[src/rtl/nmi_arbiter.sv]
// Arbitrates the single Z80 /NMI between magic, DivMMC and expansion requesters.
// Define NMI_ARB_RR_EN for round-robin arbitration; default is fixed priority magic > divmmc > ext.
module nmi_arbiter #(
    parameter int unsigned HOLDOFF_FRAMES     = 2,
    parameter int unsigned ACK_TIMEOUT_FRAMES = 4,
    parameter int unsigned CNT_W              = 3
) (
    input  logic        rst_n,
    input  logic        clk28,
    input  logic [15:0] bus_a,
    input  logic        bus_mreq,
    input  logic        bus_m1,
    input  logic        n_int,
    input  logic        n_int_next,
    input  logic [2:0]  req,
    input  logic [2:0]  done,
    output logic        n_nmi,
    output logic [2:0]  grant,
    output logic        active
);
    typedef enum logic [1:0] {IDLE, ASSERT, SERVICE, HOLDOFF} state_t;

    state_t           state_q, state_d;
    logic [2:0]       req_prev_q;
    logic [2:0]       pending_q, pending_d;
    logic [2:0]       grant_q, grant_d;
    logic             n_nmi_q, n_nmi_d;
    logic             active_q, active_d;
    logic [CNT_W-1:0] cnt_q, cnt_d, cnt_inc;

    logic             tick, ack, launch, win_found;
    logic [1:0]       win_idx;
    logic [2:0]       req_rise, win_onehot;

    assign tick     = n_int & ~n_int_next;
    assign ack      = bus_m1 & bus_mreq & (bus_a == 16'h0066);
    assign req_rise = req & ~req_prev_q;
    assign cnt_inc  = (tick && (cnt_q != '1)) ? cnt_q + CNT_W'(1) : cnt_q;

`ifdef NMI_ARB_RR_EN
    logic [1:0] rr_q;
    logic [1:0] probe;

    // Search starts at the slot after the previous winner, wrapping 2 -> 0.
    always_comb begin
        win_found = 1'b0;
        win_idx   = '0;
        probe     = rr_q;
        for (int unsigned k = 0; k < 3; k++) begin
            if (!win_found && pending_q[probe]) begin
                win_found = 1'b1;
                win_idx   = probe;
            end
            probe = (probe == 2'd2) ? 2'd0 : probe + 2'd1;
        end
    end

    always_ff @(posedge clk28 or negedge rst_n) begin
        if (!rst_n) begin
            rr_q <= '0;
        end else if (launch) begin
            rr_q <= (win_idx == 2'd2) ? 2'd0 : win_idx + 2'd1;
        end
    end
`else
    always_comb begin
        win_found = |pending_q;
        if (pending_q[0])      win_idx = 2'd0;
        else if (pending_q[1]) win_idx = 2'd1;
        else                   win_idx = 2'd2;
    end
`endif

    assign win_onehot = 3'b001 << win_idx;
    assign launch     = (state_q == IDLE) && tick && win_found;

    always_comb begin
        state_d   = state_q;
        grant_d   = grant_q;
        n_nmi_d   = n_nmi_q;
        active_d  = active_q;
        cnt_d     = cnt_inc;
        pending_d = pending_q | req_rise;
        case (state_q)
            IDLE: begin
                if (launch) begin
                    state_d   = ASSERT;
                    grant_d   = win_onehot;
                    pending_d = pending_d & ~win_onehot;
                    n_nmi_d   = 1'b0;
                    active_d  = 1'b1;
                end
            end
            ASSERT: begin
                if (ack) begin
                    n_nmi_d = 1'b1;
                    state_d = SERVICE;
                end else if (cnt_inc >= CNT_W'(ACK_TIMEOUT_FRAMES)) begin
                    n_nmi_d = 1'b1;
                    grant_d = '0;
                    state_d = HOLDOFF;
                end
            end
            SERVICE: begin
                if (|(done & grant_q)) begin
                    grant_d = '0;
                    state_d = HOLDOFF;
                end
            end
            HOLDOFF: begin
                if (cnt_q >= CNT_W'(HOLDOFF_FRAMES)) begin
                    active_d = 1'b0;
                    state_d  = IDLE;
                end
            end
            default: state_d = IDLE;
        endcase
        // Every state starts its frame count from zero.
        if (state_d != state_q) cnt_d = '0;
    end

    always_ff @(posedge clk28 or negedge rst_n) begin
        if (!rst_n) begin
            state_q    <= IDLE;
            req_prev_q <= '0;
            pending_q  <= '0;
            grant_q    <= '0;
            n_nmi_q    <= 1'b1;
            active_q   <= 1'b0;
            cnt_q      <= '0;
        end else begin
            state_q    <= state_d;
            req_prev_q <= req;
            pending_q  <= pending_d;
            grant_q    <= grant_d;
            n_nmi_q    <= n_nmi_d;
            active_q   <= active_d;
            cnt_q      <= cnt_d;
        end
    end

    assign n_nmi  = n_nmi_q;
    assign grant  = grant_q;
    assign active = active_q;
endmodule
[config.mk]
export PLATFORM = sky130hd
export DESIGN_NAME = nmi_arbiter
export DESIGN_NICKNAME = d
export VERILOG_FILES = /design/src/rtl/nmi_arbiter.sv
export SDC_FILE = /design/constraint.sdc
export NUM_CORES = 1
export LEC_CHECK = 0
export ABC_AREA = 1
export CORE_ASPECT_RATIO = 2
export CORE_UTILIZATION = 40
export DETAILED_ROUTE_END_ITERATION = 10
export PLACE_DENSITY = 0.74
export SYNTH_ARGS = -nofsm -noshare
export SYNTH_HDL_FRONTEND = slang
export SYNTH_SLANG_ARGS = --single-unit
[constraint.sdc]
create_clock -name clk28 -period 3.85 [get_ports clk28]
set_clock_uncertainty 0.1 [all_clocks]
set_input_delay 0.77 -clock clk28 [delete_from_list [all_inputs] [get_ports clk28]]
set_output_delay 0.77 -clock clk28 [all_outputs]
set_load 0.01 [all_outputs]
==> results of run 1 <==
-- critical path: cells and delay by family --
family	cells	cell delay, ns
buf+inv	2	0.52
simple gates	9	1.08
-- stage by stage --
step	worst slack [ns]	util
final	1.57	0.576
after global routing	1.42	0.576
after CTS	1.51	0.576
after detailed placement	1.24	0.559
after floorplan	2.03	-
after global placement	1.34	0.559
-- final timing paths --
check	slack (ns)	from	cells past startpoint	endpoint
min in group asynchronous	0.83	rst_n	1	req_prev_q[0]
worst max-delay path	1.57	bus_m1	11	cnt_q[1]
worst min register to register	0.35	req_prev_q[0]	1	pending_q[0]
max in group asynchronous	2.39	rst_n	1	cnt_q[0]
worst min-delay path	0.35	req_prev_q[0]	1	pending_q[0]
worst max register to register	1.83	state_q[0]	11	cnt_q[1]
-- cells in the mapped netlist --
| master | n | area share |
|---|---|---|
| xor2_1 | 1 | 0.0081 |
| o22ai_1 | 2 | 0.012 |
| dfstp_2 | 1 | 0.024 |
| nand2_2 | 1 | 0.0058 |
| nand2_1 | 31 | 0.11 |
| and2_0 | 1 | 0.0058 |
| o31ai_1 | 1 | 0.0069 |
| nand3_2 | 2 | 0.019 |
| a21oi_1 | 5 | 0.023 |
| nor2_1 | 21 | 0.073 |
| dfrtp_1 | 15 | 0.35 |
| nor3_1 | 1 | 0.0046 |
| o21ai_0 | 4 | 0.019 |
| ha_1 | 9 | 0.10 |
| a21oi_4 | 1 | 0.015 |
| nor2_2 | 2 | 0.012 |
| a31oi_1 | 1 | 0.0058 |
| nand4_1 | 2 | 0.012 |
| nand3_1 | 12 | 0.056 |
| o21ai_1 | 3 | 0.014 |
| inv_1 | 29 | 0.10 |
| nor4_4 | 1 | 0.020 |
| a21boi_0 | 1 | 0.0069 |
-- routing by layer --
metal  GRT usage  vias up
met5           0        -
met4       0.115        0
met3      0.0379        8
met2       0.381       36
met1       0.162      469
li1            -      534
-- power by group --
part           internal (W)  switching, W  leakage, nW  total [W]
Clock             0.0000733     0.0000536       0.0228   0.000127
Sequential         0.000219     0.0000456        0.189   0.000265
Combinational      0.000194      0.000266        0.516   0.000460
Total              0.000486      0.000366        0.728   0.000852
-- sequential cells by signal, summed over array words and instances, names as in the netlist --
signal	cells
cnt_q	3
grant	3
pending_q	3
req_prev_q	3
state_q	2
active	1
n_nmi	1
-- cell families after synthesis --
group | after synthesis
and+or+nand+nor | 74
DFF | 16
buffers and inverters | 29
AOI/OAI and AO/OA | 18
adders and majority gates | 9
xor gates and xnor gates | 1
-- layout make-up --
cell class / instances / area, um^2 / area share
inverters: 29 / 109 / 0.0735
clock buffers: 4 / 45.0 / 0.0304
well taps: 28 / 35.0 / 0.0236
flip-flops and latches: 16 / 402 / 0.271
repair buffers: 32 / 320 / 0.216
multi-input cells: 102 / 571 / 0.385
==> flow_metrics.py, run 1 <==
metrics = {
    "status": {
        "outcome": "finished, final reports clean",
    },
    "global_route": {
        "gr-usage-all-layers": 0.195,
        "grt_first_pass_wirelength_um": 3930,
        "grt_overflow": 0,
        "grt_max_degree": 17,
        "grt_pass1_vias": 1048,
        "antenna_found_initial": 0,
    },
    "placed_design": {
        "dp_hpwl_um": 2140,
        "place_area_um2": 1440,
        "dp_cells": 207,
        "place_congestion": 0.831,
        "portBuffers": 32,
    },
    "routing": {
        "drc_errors": 0,
        "wl_met1_um": 788,
        "routed.top_layer": "met4",
        "dr_wl_met2_um": 1400,
        "wl_per_cell_um": 11.5,
        "vias_per_cell": 4.96,
        "met3_length_um": 150,
        "first_pass_iters": 4,
        "final_antenna_net_count": 0,
        "via_count": 1047,
        "wl_um": 2440,
        "drtIter0Drc": 9,
    },
    "synth": {
        "avgSynthCellArea_um2": 7.35,
        "synth-xor-area-share": 0.00810,
        "syn_area_um2": 1080,
        "ys_ff_latch": 16,
        "yosysWarnings": 0,
        "synth-simple-area-share": 0.314,
        "synth-compound-area-share": 0.102,
        "synth_top_family_by_area": "simple AND/OR/NAND/NOR gates",
        "synth_cell_type_count": 23,
        "synth_cells": 147,
        "syn-num-nets": 184,
        "synthAdderAreaFrac": 0.104,
        "synth.area.mux_share": 0,
        "ys_seq_area_frac": 0.372,
    },
    "timing": {
        "final_hold_viol_count": 0,
        "setup_viol": 0,
        "post-route-period-util": 0.591,
        "tns_ns": 0,
        "slew_viol_final": 0,
        "relSlewSlack": 0.553,
        "worstMarginPinSlew_ns": 0.668,
        "rsz0062_at_grt": "no",
        "clock.fmax_ghz": 0.439,
        "fin_hold_ws_ns": 0.354,
        "layout_min_cycle_time_ns": 2.28,
    },
    "critical_path": {
        "slowest_delay_ns": 0.46,
        "cp_slowest_cell": "clkdlybuf4s50_1",
        "cp.arrival_ns": 2.35,
        "worstPathRequired_ns": 3.93,
        "setup.worst_path.start_class": "input port",
        "crit_type": "in -> reg",
        "cp-end-kind": "flop",
        "cpMostUsedCell": "nand2_1",
        "critPathMaxFanout": 3,
        "path_cells": "clkdlybuf4s50_1 > nand2_1 > nor3_1 > nand3_1 > nand3_1 > nand2_1 > nand3_1 > nand2_1 > inv_1 > nand2_1 > nor2_1",
    },
    "clock_tree": {
        "clk_pin_slew_worst_paths_ns": 0.06,
        "clock_path_buffers": 2,
        "cts_tree": "done",
        "clock_latency_ns": 0.25,
        "cts_resized": 0,
        "cts-root-buf": "clkbuf_8",
        "cts_hold_buf": 0,
        "cts_setup_buffers": 0,
        "numCtsBuffers": 3,
        "ctsHtreeMaxLevel": 1,
        "cts_sinks": 16,
    },
    "layout": {
        "finalNonFillerCells": 211,
        "final_common_cell": "clkdlybuf4s50_1",
        "final_cell_area_um2": 1480,
        "area_growth_pct": 37.0,
        "fillCellCount": 244,
        "drive_gt1_frac": 0.0601,
        "final_nets": 221,
        "layout_common_cells": "clkdlybuf4s50_1, nand2_1, inv_1",
        "diodes": 0,
    },
    "floorplanning": {
        "dieArea_um2": 2930,
        "fp.dieH_um": 75.5,
        "die_w_um": 38.8,
        "start_util": 0.421,
        "boundaryPins": 33,
        "coreArea_um2": 2570,
        "fp-row-count": 26,
    },
    "power_and_ir_drop": {
        "power-per-cell-area_nw_per_um2": 575,
        "power.leakage_nw": 0.728,
        "fin_total_pwr_w": 0.000852,
        "ir_drop_mv": 0.422,
    },
    "hold_path": {
        "hold_path_class": "reg -> reg",
    },
    "run": {
        "drv_cap": 0,
    },
}
Note: power is estimated with default switching activity, not from simulation.
==> inputs of run 2 (changes only) <==
Settings changed: PLACE_DENSITY 0.74 to 0.77.
Clock period 3.85 ns to 1.97 ns, I/O delays scaled along.
==> run 2 against run 1 <==
Against the previous run: sequential cell count is the same; largest power group unchanged; highest routed layer unchanged; clock-buffer cell count stayed put; power grew 120%; sequential power is 92% higher; largest cell class unchanged; sequential share of layout area shrank 2.1 points; worst hold slack about the same.
==> flow_metrics.py, run 2 (synthesized netlist as in run 1, its figures left out) <==
metrics = {
    "status": {
        "outcome": "finished, final reports clean",
    },
    "global_route": {
        "antenna_found_initial": 0,
        "gr-usage-all-layers": 0.196,
        "grt_first_pass_wirelength_um": 4000,
        "grt_max_degree": 17,
        "met3_usage": 0.0350,
        "grt_pass1_vias": 1079,
        "gr-usage-met2": 0.381,
        "grt_overflow": 0,
        "grt_busiest_layer": "met2",
        "use_met1": 0.156,
    },
    "clock_tree": {
        "ctsHtreeMaxLevel": 1,
        "numCtsBuffers": 3,
        "cts_tree": "done",
        "cts-root-buf": "clkbuf_8",
        "clk_pin_slew_worst_paths_ns": 0.06,
        "cts_sinks": 16,
        "clock_latency_ns": 0.25,
        "clock_path_buffers": 2,
    },
    "critical_path": {
        "r2r_setup_slack_ns": 0.14,
        "setup.worst_path.start_class": "flop",
        "crit_type": "reg -> reg",
        "worstPathRequired_ns": 2.01,
        "cp.arrival_ns": 1.87,
        "critPathMaxFanout": 6,
        "cp-end-kind": "flop",
    },
    "power_and_ir_drop": {
        "p_switching_w": 0.000779,
        "power.leakage_nw": 0.794,
        "pwr-share-clk": 0.153,
        "fin_total_pwr_w": 0.00189,
        "power-per-cell-area_nw_per_um2": 1180,
        "sequentialPowerShare": 0.269,
        "ir_drop_mv": 0.863,
        "switching_share": 0.411,
        "internal_power_w": 0.00111,
        "combPwrFrac": 0.578,
    },
    "timing": {
        "fin_hold_ws_ns": 0.354,
        "post-route-period-util": 0.928,
        "rsz0062_at_grt": "no",
        "slew_viol_final": 0,
        "setup_viol": 0,
        "clock.fmax_ghz": 0.547,
        "relSlewSlack": 0.801,
        "worstMarginPinSlew_ns": 0.297,
        "final_hold_viol_count": 0,
        "layout_min_cycle_time_ns": 1.83,
    },
    "layout": {
        "final_nets": 234,
        "layout_common_cells": "clkdlybuf4s50_1, nand2_1, inv_1",
        "drive_gt1_frac": 0.168,
        "final_common_cell": "clkdlybuf4s50_1",
        "diodes": 0,
        "postLayoutCoreUtil": 0.626,
        "area_growth_pct": 48.7,
    },
    "floorplanning": {
        "coreArea_um2": 2570,
        "fp.dieH_um": 75.5,
        "die_w_um": 38.8,
        "fp-row-count": 26,
        "start_util": 0.421,
        "dieArea_um2": 2930,
        "boundaryPins": 33,
    },
    "routing": {
        "drtIter0Drc": 12,
        "drc_errors": 0,
        "final_antenna_net_count": 0,
        "via_count": 1101,
        "wl_per_cell_um": 11.8,
        "vias_per_cell": 4.92,
        "wl_um": 2640,
        "first_pass_iters": 4,
    },
    "placed_design": {
        "portBuffers": 32,
        "place_congestion": 0.822,
        "dp_hpwl_um": 2130,
    },
    "run": {
        "drv_cap": 0,
    },
    "hold_path": {
        "hold_path_class": "reg -> reg",
    },
}
-- run 2: power by group through the flow --
stage               Sequential, W  Combinational (W)  Clock [W]
global route             0.000523            0.00121   0.000312
global placement         0.000512           0.000974          0
floorplan                0.000518           0.000615          0
detailed placement       0.000516            0.00101          0
finish                   0.000510            0.00109   0.000289
CTS                      0.000511            0.00101   0.000299
-- run 2: per-stage QoR --
step           setup slack (ns)  setup TNS (ns)  area (um^2)  instances
2_1_floorplan             0.223               0         1080        147
6_report                  0.141               0         1610        224
4_1_cts                  0.0549               0         1570        222
5_1_grt                  0.0106               0         1610        224
3_5_place_dp            -0.0544          -0.235         1520        218
3_3_place_gp            -0.0486          -0.143         1520        218
-- run 2: worst paths after layout --
kind / startpoint / end / cells past startpoint
setup reg to reg: state_q[1] / grant[1] / 9
hold / removal: req_prev_q[0] / pending_q[0] / 1
setup / recovery: state_q[1] / grant[1] / 9
max in group asynchronous: rst_n / n_nmi / 2
hold reg to reg: req_prev_q[0] / pending_q[0] / 1
min in group asynchronous: rst_n / pending_q[1] / 2
-- run 2: worst max-delay path, stage by stage, from the launching register on --
cell,delay [ns]
dfrtp_1,0.43
inv_1,0.11
ha_1,0.22
nand3_2,0.12
a21oi_4,0.18
nor2_2,0.09
nor4_4,0.22
nand2_2,0.13
nand2_1,0.07
o21ai_1,0.05
-- run 2: cell type report --
class,count,area [um^2]
fill,226,962
multi-input combinational,102,588
timing repair buffer,45,418
sequential,16,403
inverter,29,109
clock buffer,4,55.1
tap,28,35.0
-- run 2: what timing repair did --
| action | in CTS | in global routing |
|---|---|---|
| hold buffers | 0 | 0 |
| setup buffers | 0 | 2 |
| resized for setup | 0 | 8 |
| setup endpoints to repair | 0 | 7 |
-- run 2: routing by layer --
metal	wire, um	vias to the layer above
met4	119	0
met2	1480	36
met1	917	494
met5	0	-
li1	-	560
met3	117	11
